$ cat config.mk
export PLATFORM = sky130hd
export DESIGN_NAME = sr_task_queue_ctrl_flat
export DESIGN_NICKNAME = d
export VERILOG_FILES = /design/src/rtl/sr_task_queue_ctrl_if.sv /design/src/rtl/sr_task_queue_ctrl.sv /design/src/flat_wrapper.sv
export SDC_FILE = /design/constraint.sdc
export NUM_CORES = 1
export LEC_CHECK = 0
export CAP_MARGIN = 40
export CORE_AREA = 2 2 310 312
export DETAILED_ROUTE_END_ITERATION = 16
export DIE_AREA = 0 0 312 314
export GPL_ROUTABILITY_DRIVEN = 0
export GPL_TIMING_DRIVEN = 0
export HOLD_SLACK_MARGIN = 0.12
export PLACE_DENSITY = 0.34
export REMOVE_ABC_BUFFERS = 1
export SKIP_CTS_REPAIR_TIMING = 1
export SYNTH_ARGS = -nofsm -noshare
export SYNTH_HDL_FRONTEND = slang
export SYNTH_SLANG_ARGS = --single-unit
$ cat constraint.sdc
create_clock -name clk -period 4.33 [get_ports clk]
set_input_delay 0.6495 -clock clk [delete_from_list [all_inputs] [get_ports clk]]
set_output_delay 0.6495 -clock clk [all_outputs]
set_load 0.02 [all_outputs]
$ cat src/rtl/sr_task_queue_ctrl_if.sv
// Scheduler-facing command/response handshake of the task queue controller.
// The scheduler drives the command side, the controller answers on the response side.
interface sr_task_queue_ctrl_if;
    logic        cmd_valid;
    logic        cmd_ready;
    logic [2:0]  cmd_op;
    logic [3:0]  cmd_tid;
    logic [31:0] cmd_info;
    logic        rsp_valid;
    logic [2:0]  rsp_err;
    logic [3:0]  rsp_tid;
    logic [31:0] rsp_info;

    modport master (
        output cmd_valid, cmd_op, cmd_tid, cmd_info,
        input  cmd_ready, rsp_valid, rsp_err, rsp_tid, rsp_info
    );

    modport slave (
        input  cmd_valid, cmd_op, cmd_tid, cmd_info,
        output cmd_ready, rsp_valid, rsp_err, rsp_tid, rsp_info
    );
endinterface

$ cat src/rtl/sr_task_queue_ctrl.sv
// Command front-end for the shift-register task queue: decodes one scheduler
// command into per-cell control vectors, drives them for one cycle, then responds.
module sr_task_queue_ctrl #(
    parameter int DEPTH    = 16,
    parameter int PRIO_LSB = 0
) (
    input  logic                   clk,
    input  logic                   rst_n,
    sr_task_queue_ctrl_if.slave    bus,
    input  logic [DEPTH-1:0][3:0]  q_tid,
    input  logic [DEPTH-1:0][31:0] q_info,
    input  logic [DEPTH-1:0]       q_empty,
    output logic [3:0]             new_task_id,
    output logic [31:0]            new_task_info,
    output logic [DEPTH-1:0]       enqueue,
    output logic [DEPTH-1:0]       dequeue,
    output logic [DEPTH-1:0]       remove,
    output logic [DEPTH-1:0]       que_act,
    output logic [DEPTH-1:0]       que_blk,
    output logic [4:0]             occupancy
);
    localparam logic [2:0] OP_NOP = 3'd0, OP_ENQ = 3'd1, OP_DEQ = 3'd2,
                           OP_REM = 3'd3, OP_ACT = 3'd4, OP_BLK = 3'd5;
    localparam logic [2:0] E_OK = 3'd0, E_FULL = 3'd1, E_EMPTY = 3'd2,
                           E_NOTFOUND = 3'd3, E_DUP = 3'd4, E_ILLEGAL = 3'd5;

    typedef enum logic [1:0] {S_IDLE, S_ISSUE, S_SETTLE, S_RESP} state_t;

    state_t state, state_nxt;
    logic   alive;
    logic   accept;

    logic [DEPTH-1:0] match, ins_hit, ins_th, rm_th, m_first;
    logic             any_match;

    logic [DEPTH-1:0] enq_d, deq_d, rem_d, act_d, blk_d;
    logic [DEPTH-1:0] enq_q, deq_q, rem_q, act_q, blk_q;
    logic [2:0]       err_d, err_p, rsp_err_q;
    logic [3:0]       tid_d, tid_p, rsp_tid_q;
    logic [31:0]      info_d, info_p, rsp_info_q;

    for (genvar i = 0; i < DEPTH; i++) begin : g_cell
        assign match[i]   = ~q_empty[i] & (q_tid[i] == bus.cmd_tid);
        assign ins_hit[i] = q_empty[i] |
                            (q_info[i][PRIO_LSB +: 8] < bus.cmd_info[PRIO_LSB +: 8]);
    end

    // Thermometers from the first insertion point / first match upward.
    always_comb begin
        logic seen_i, seen_m;
        seen_i  = 1'b0;
        seen_m  = 1'b0;
        ins_th  = '0;
        rm_th   = '0;
        m_first = '0;
        for (int i = 0; i < DEPTH; i++) begin
            seen_i     = seen_i | ins_hit[i];
            ins_th[i]  = seen_i;
            m_first[i] = match[i] & ~seen_m;
            seen_m     = seen_m | match[i];
            rm_th[i]   = seen_m;
        end
    end
    assign any_match = |match;

    always_comb begin
        enq_d  = '0;
        deq_d  = '0;
        rem_d  = '0;
        act_d  = '0;
        blk_d  = '0;
        err_d  = E_OK;
        tid_d  = bus.cmd_tid;
        info_d = '0;
        case (bus.cmd_op)
            OP_NOP: ;
            OP_ENQ: begin
                if (~q_empty[DEPTH-1]) err_d = E_FULL;
                else if (any_match)    err_d = E_DUP;
                else                   enq_d = ins_th;
            end
            OP_DEQ: begin
                if (q_empty[0]) err_d = E_EMPTY;
                else begin
                    deq_d  = '1;
                    tid_d  = q_tid[0];
                    info_d = q_info[0];
                end
            end
            OP_REM: if (!any_match) err_d = E_NOTFOUND; else rem_d = rm_th;
            OP_ACT: if (!any_match) err_d = E_NOTFOUND; else act_d = m_first;
            OP_BLK: if (!any_match) err_d = E_NOTFOUND; else blk_d = m_first;
            default: err_d = E_ILLEGAL;
        endcase
    end

    assign accept = bus.cmd_valid & bus.cmd_ready;

    always_ff @(posedge clk or negedge rst_n) begin
        if (!rst_n) begin
            state <= S_IDLE;
            alive <= 1'b0;
        end else begin
            state <= state_nxt;
            alive <= 1'b1;
        end
    end

    always_comb begin
        state_nxt = state;
        case (state)
            S_IDLE:   if (accept) state_nxt = S_ISSUE;
            S_ISSUE:  state_nxt = S_SETTLE;
            S_SETTLE: state_nxt = S_RESP;
            default:  state_nxt = S_IDLE;
        endcase
    end

    // Response fields are staged at acceptance and published on entry to RESP.
    always_ff @(posedge clk or negedge rst_n) begin
        if (!rst_n) begin
            {enq_q, deq_q, rem_q, act_q, blk_q} <= '0;
            new_task_id   <= '0;
            new_task_info <= '0;
            err_p         <= E_OK;
            tid_p         <= '0;
            info_p        <= '0;
            rsp_err_q     <= E_OK;
            rsp_tid_q     <= '0;
            rsp_info_q    <= '0;
        end else begin
            if (accept) begin
                {enq_q, deq_q, rem_q, act_q, blk_q} <= {enq_d, deq_d, rem_d, act_d, blk_d};
                new_task_id   <= bus.cmd_tid;
                new_task_info <= bus.cmd_info;
                err_p         <= err_d;
                tid_p         <= tid_d;
                info_p        <= info_d;
            end
            if (state == S_SETTLE) begin
                rsp_err_q  <= err_p;
                rsp_tid_q  <= tid_p;
                rsp_info_q <= info_p;
            end
        end
    end

    always_comb begin
        bus.cmd_ready = alive & (state == S_IDLE);
        bus.rsp_valid = (state == S_RESP);
        bus.rsp_err   = rsp_err_q;
        bus.rsp_tid   = rsp_tid_q;
        bus.rsp_info  = rsp_info_q;
        enqueue       = enq_q & {DEPTH{state == S_ISSUE}};
        dequeue       = deq_q & {DEPTH{state == S_ISSUE}};
        remove        = rem_q & {DEPTH{state == S_ISSUE}};
        que_act       = act_q & {DEPTH{state == S_ISSUE}};
        que_blk       = blk_q & {DEPTH{state == S_ISSUE}};
    end

    always_comb begin
        logic [4:0] cnt;
        cnt = '0;
        for (int i = 0; i < DEPTH; i++) cnt = cnt + 5'(~q_empty[i]);
        occupancy = cnt;
    end
endmodule

$ cat src/flat_wrapper.sv
// flat-port wrapper written by rule: the top's interface ports become plain ports
module sr_task_queue_ctrl_flat 
#(
    parameter int DEPTH    = 16,
    parameter int PRIO_LSB = 0
)
  (clk, rst_n, q_tid, q_info, q_empty, new_task_id, new_task_info, enqueue, dequeue, remove, que_act, que_blk, occupancy, bus_cmd_valid, bus_cmd_op, bus_cmd_tid, bus_cmd_info, bus_cmd_ready, bus_rsp_valid, bus_rsp_err, bus_rsp_tid, bus_rsp_info);
  sr_task_queue_ctrl_if bus_i ();
  input  logic clk;
  input  logic rst_n;
  input  logic [DEPTH-1:0][3:0] q_tid;
  input  logic [DEPTH-1:0][31:0] q_info;
  input  logic [DEPTH-1:0] q_empty;
  output logic [3:0] new_task_id;
  output logic [31:0] new_task_info;
  output logic [DEPTH-1:0] enqueue;
  output logic [DEPTH-1:0] dequeue;
  output logic [DEPTH-1:0] remove;
  output logic [DEPTH-1:0] que_act;
  output logic [DEPTH-1:0] que_blk;
  output logic [4:0] occupancy;
  input wire logic [$bits(bus_i.cmd_valid)-1:0] bus_cmd_valid;
  input wire logic [$bits(bus_i.cmd_op)-1:0] bus_cmd_op;
  input wire logic [$bits(bus_i.cmd_tid)-1:0] bus_cmd_tid;
  input wire logic [$bits(bus_i.cmd_info)-1:0] bus_cmd_info;
  output wire logic [$bits(bus_i.cmd_ready)-1:0] bus_cmd_ready;
  output wire logic [$bits(bus_i.rsp_valid)-1:0] bus_rsp_valid;
  output wire logic [$bits(bus_i.rsp_err)-1:0] bus_rsp_err;
  output wire logic [$bits(bus_i.rsp_tid)-1:0] bus_rsp_tid;
  output wire logic [$bits(bus_i.rsp_info)-1:0] bus_rsp_info;
  assign bus_i.cmd_valid = bus_cmd_valid;
  assign bus_i.cmd_op = bus_cmd_op;
  assign bus_i.cmd_tid = bus_cmd_tid;
  assign bus_i.cmd_info = bus_cmd_info;
  assign bus_cmd_ready = bus_i.cmd_ready;
  assign bus_rsp_valid = bus_i.rsp_valid;
  assign bus_rsp_err = bus_i.rsp_err;
  assign bus_rsp_tid = bus_i.rsp_tid;
  assign bus_rsp_info = bus_i.rsp_info;
  sr_task_queue_ctrl #(.DEPTH(DEPTH), .PRIO_LSB(PRIO_LSB)) u_core (.clk(clk), .rst_n(rst_n), .bus(bus_i), .q_tid(q_tid), .q_info(q_info), .q_empty(q_empty), .new_task_id(new_task_id), .new_task_info(new_task_info), .enqueue(enqueue), .dequeue(dequeue), .remove(remove), .que_act(que_act), .que_blk(que_blk), .occupancy(occupancy));
endmodule
## After elaboration in Yosys (flattened, before gate mapping)

Index checks and enable logic that the tools add are counted.

| operators by class | value |
|---|---|
| $add $sub $neg | 15 |
| eq/ne operators | 25 |
| multiplexer cells | 21 |
| magnitude comparators | 16 |
| reductions and logical operators | 4 |
| bitwise gates (word level) | 131 |

Operator list:

| kind | number |
|---|---|
| $mux W16 | 10 |
| $lt A8 B8 Y1 | 16 |
| $and A16 B16 Y16 | 5 |
| $not A1 Y5 | 16 |
| $add A5 B5 Y5 | 15 |
| $eq A4 B4 Y1 | 16 |
| $mux W32 | 2 |
| $or A1 B1 Y1 | 46 |
| $and A1 B1 Y1 | 33 |
| $not A1 Y1 | 31 |
| $reduce_or A16 Y1 | 1 |
| $pmux W3 S4 | 1 |
| $mux W4 | 2 |
| $eq A3 B2 Y1 const B | 2 |
| $eq A3 B3 Y1 const B | 2 |
| $mux W2 | 3 |
| $mux W3 | 2 |
| $pmux W2 S3 | 1 |
| $eq A2 B2 Y1 const B | 2 |
| $eq A3 B1 Y1 const B | 1 |
| $logic_not A3 Y1 | 1 |
| $reduce_or A3 Y1 | 1 |
| $eq A2 B1 Y1 const B | 1 |
| $logic_not A2 Y1 | 1 |
| $ne A2 B1 Y1 const B | 1 |

| word-level totals | value |
|---|---|
| bits in registers | 197 |
| output and inout port bits | 162 |
| word-level logic and storage cells | 227 |

## Longest topological paths before layout

| depth | value |
|---|---|
| word-level depth | 20 |
| mapped depth | 12 |
| mapped depth without buffers | 12 |

## Worst setup path after synthesis

OpenSTA, ideal clock, no wires.

| timing | value |
|---|---|
| kind | input to output |
| from | input q_empty[0] |
| to | output occupancy[2] |
| arrival time | 3740 ps |
| stages | 11 |
| setup slack | -59 ps |
| path buffers | 0 |
| path through | inv_1 fa_1 inv_1 fa_1 fa_1 inv_1 fa_1 ha_1 inv_1 fa_1 xnor2_1 |

| between the ends | value |
|---|---|
| cells in the longest elaborated chain, start to end | 16 |

Ends and longest elaborated chain:

| element | RTL line | RTL |
|---|---|---|
| start, declared | flat_wrapper.sv:13 | `input logic [DEPTH-1:0] q_empty;` |
| $not A1 Y5 | sr_task_queue_ctrl.sv:164 | `for (int i = 0; i < DEPTH; i++) cnt = cnt + 5'(~q_empty[i]);` |
| $add A5 B5 Y5 (15 in series) | sr_task_queue_ctrl.sv:164 |  |
| end, declared | flat_wrapper.sv:21 | `output logic [4:0] occupancy;` |

Every way passes these cells.

## Worst setup path in the final report

| timing | value |
|---|---|
| from | input q_empty[15] |
| to | output occupancy[4] |

| between the ends | value |
|---|---|
| cells in the longest elaborated chain, start to end | 2 |

Ends and longest elaborated chain:

| element | RTL line |
|---|---|
| $not A1 Y5 | sr_task_queue_ctrl.sv:164 |
| $add A5 B5 Y5 | sr_task_queue_ctrl.sv:164 |

Every way passes these cells.

==> out/metrics.yaml <==
floorplan:
  row_count: 113
  io_pins: 796
  die_area_um2: 97970
  die_x_um: 312
  start_util_pct: 11.64
  die_h_um: 314
  coreArea_um2: 94450
grt:
  grtUsageTotal_pct: 10.87
  grt_max_degree: 71
  grt_pass1_vias: 10520
  overflow: 0
  antenna_found_initial: 15
  grt_pass1_wl_mm: 75.83
worst_setup_path:
  crit_slowest_cell: "fa_2"
  endpoint: "occupancy[4]"
  timing.rr.start: "u_core.state[0]"
  startpoint: "q_empty[15]"
  criticalPathCategory: "in2out"
  crit_fanout: 3
  required_ns: 3.68
  crit_path_cell_trace: "buf_8 -> clkinvlp_4 -> fa_1 -> fa_1 -> inv_2 -> fa_1 -> inv_2 -> fa_2 -> ha_4 -> inv_2 -> fa_2 -> nor2b_1 -> o21a_1 -> buf_6"
  critical_path.max_stage_delay_ns: 0.59
  arrival_ns: 4.12
  reg2reg_depth: 9
  timing.rr.end: "u_core.rem_q[11]"
  end_kind: "output port"
  rrSetupSlack_ns: 1.20
  startpoint_type: "primary input"
placement:
  dp_hpwl_mm: 43.48
  port_buffers: 427
  place_area_um2: 17030
sta:
  holdWs_ns: 0.4711
  rsz0062_at_grt: "yes"
  fin_crit_sh_pct: 110.1
  worst_slew_pin_slew_ns: 0.9223
  setup_viol: 4
  fin_skew_ns: 0.01898
  hold_violations: 0
  finalMaxSlewViolations: 0
  slew_headroom_pct: 38.51
  fin_crit_ns: 4.766
  worst_slack_ns: -0.4358
  clock.fmax_mhz: 209.8
cts:
  clockBufferDepth: 2
  cts.htree.levels: 4
  clk_latency_ns: 0.49
  cts_tree: "done"
  cts_inserted_buffers: 17
  cts.sinks: 182
  cts_root_buf: "clkbuf_16"
  clkTransAtPathRegs_ns: 0.07
drt:
  post_drt_wl_per_cell_um: 18.89
  drtAntennaViolNets: 0
  via_count: 9822
  totalWireLength_mm: 52.85
  drc: 0
  firstDrtPassIters: 4
  drt-initial-drc-count: 490
  vias_per_cell: 3.510
power:
  share_seq_of_total_power_pct: 32.7
  combinationalPowerShare_pct: 43.1
  internal_power_mw: 4.352
  pwr_density_cell_nw_per_um2: 391.2
  clkPwrFrac_pct: 24.2
  ir_worst_vdd_mv: 0.3181
  power_switching_mw: 2.595
  p_leak_nw: 7.607
  p_sw_share_pct: 37.35
layout:
  area_delta_synth_final_pct: 61.49
  fin_area_um2: 17760
  layout.nets: 2274
  drive_gt1_share_pct: 9.418
outcome:
  outcome: "finished with violations"
  violations: "negative setup slack"
synth:
  synth_top_area_share_pct: 41.42
  synthTopCellsByCount: "dfrtp_1 (182), nand2_1 (166), ha_1 (114)"
  yosysWarnings: 0
  ys_types: 61
  ys.flop_type: "dfrtp_1"
  syn_area_per_cell_um2: 10.02
  synthCells: 1097
  syn_area_um2: 11000
  yosysSeqAreaShare_pct: 41.42
  ys_top_cells_by_area: "dfrtp_1 (41%), ha_1 (13%), nand2_1 (5.7%)"
  synth-seq-cells: 182
  yosysMostFrequentCell: "dfrtp_1"
  synth_edf_count: 0
  synthArstFlopShare_pct: 100.0
  synth_top_area_cell: "dfrtp_1"
flow_run:
  cap_violations: 0
min_path:
  hold_path.class: "reg2reg"
-- flip-flops by register name (all words and copies together), names as in the netlist, 16 cells and up --
signal and flops:
u_core.blk_q 16, u_core.new_task_info 32, u_core.enq_q 16, u_core.bus.rsp_info 32, u_core.rem_q 16, u_core.act_q 16, u_core.info_p 32
-- worst min-delay path by stage --
stage	from	to	slack (ns)	cells past startpoint
floorplan	rst_n	u_core.act_q[0]	0.35	0
global placement	u_core.deq_q[14]	u_core.deq_q[14]	0.45	1
detailed placement	u_core.enq_q[15]	u_core.enq_q[15]	0.46	2
CTS	rst_n	u_core.new_task_info[21]	0.0006	1
global route	u_core.deq_q[14]	u_core.deq_q[14]	0.49	1
finish	u_core.enq_q[15]	u_core.enq_q[15]	0.47	2
-- layout make-up --
| cell class | count | area [um^2] |
|---|---|---|
| Antenna cell | 4 | 10.01 |
| Timing Repair Buffer | 463 | 4880 |
| Clock buffer | 20 | 446.7 |
| Multi-Input combinational cell | 815 | 5991 |
| Inverter | 37 | 153.9 |
| Tap cell | 1265 | 1583 |
| Fill cell | 10560 | 76690 |
| Clock inverter | 12 | 140.1 |
| Sequential cell | 182 | 4554 |
-- routing by layer --
metal / routed length, um / global-route usage [%] / share of wire (%)
met1: 23320 / 13.49 / 44
met2: 24730 / 17.88 / 47
met3: 3968 / 3.841 / 7.5
met4: 812 / 2.743 / 1.5
met5: 21 / 0 / 0.040
-- metrics by stage --
| step | setup WS [ns] | setup TNS (ns) | util [%] | std cells | total power [mW] |
|---|---|---|---|---|---|
| 3_3_place_gp | -6.139 | -1473.42 | 17.47 | 2726 | 5.251 |
| 6_report | -0.4358 | -1.418 | 18.80 | 2798 | 6.946 |
| 5_1_grt | -0.5489 | -1.871 | 18.79 | 2795 | 7.474 |
| 4_1_cts | -1.845 | -8.325 | 18.65 | 2784 | 7.108 |
| 3_5_place_dp | -1.810 | -12.29 | 18.03 | 2752 | 5.353 |
| 2_1_floorplan | -0.06144 | -0.2984 | - | 1034 | 3.694 |
-- cells by family (layout without fill, tap and decap cells) --
group | Yosys count | in the layout | synth area share (%)
buffers and inverters | 100 | 532 | 4.483
other | 1 | 5 | 0.03410
AND/OR/NAND/NOR | 361 | 361 | 16.18
multiplexers | 43 | 43 | 4.358
flip-flops | 182 | 182 | 41.42
XOR/XNOR | 66 | 66 | 5.257
AO/OA/AOI/OAI | 220 | 220 | 13.48
adder cells (fa/ha/maj) | 124 | 124 | 14.79
-- placed cells by master, fill, tap and decap left out, drive strengths merged, types with 4 or more instances in the layout --
master,netlist,routed
a21oi,30,30
dfrtp,182,182
dlymetal6s2s,0,7
mux2i,4,4
mux2,39,39
o2111ai,4,4
clkdlybuf4s50,0,410
and3,7,7
and2,69,69
ha,114,114
nand2,166,166
nor2b,8,8
nand2b,8,8
diode,0,4
clkinvlp,0,6
a32o,7,7
nor3,27,27
nand3,22,22
o21a,4,4
a22oi,7,7
xor2,30,30
o21ai,75,75
nand4,10,10
a211oi,7,7
nor2,28,28
buf,32,43
a22o,44,44
inv,37,39
clkbuf,31,22
a21o,23,23
fa,10,10
xnor2,36,36
-- worst max-delay path, delay by kind of cell --
| family | cells | cell delay, ns |
|---|---|---|
| AOI/OAI and AO/OA | 1 | 0.15 |
| adders and majority gates | 6 | 2.68 |
| buffers and inverters | 6 | 0.51 |
| and+or+nand+nor | 1 | 0.12 |
-- power groups by stage --
stage               clock network [mW]  registers [mW]  logic [mW]
global route                      1.84            2.33        3.31
floorplan                            0            2.61        1.09
finish                            1.68            2.27        2.99
CTS                               1.77            2.28        3.06
detailed placement                   0            2.31        3.04
global placement                     0            2.30        2.95
Power figures use the tool's default switching activity.
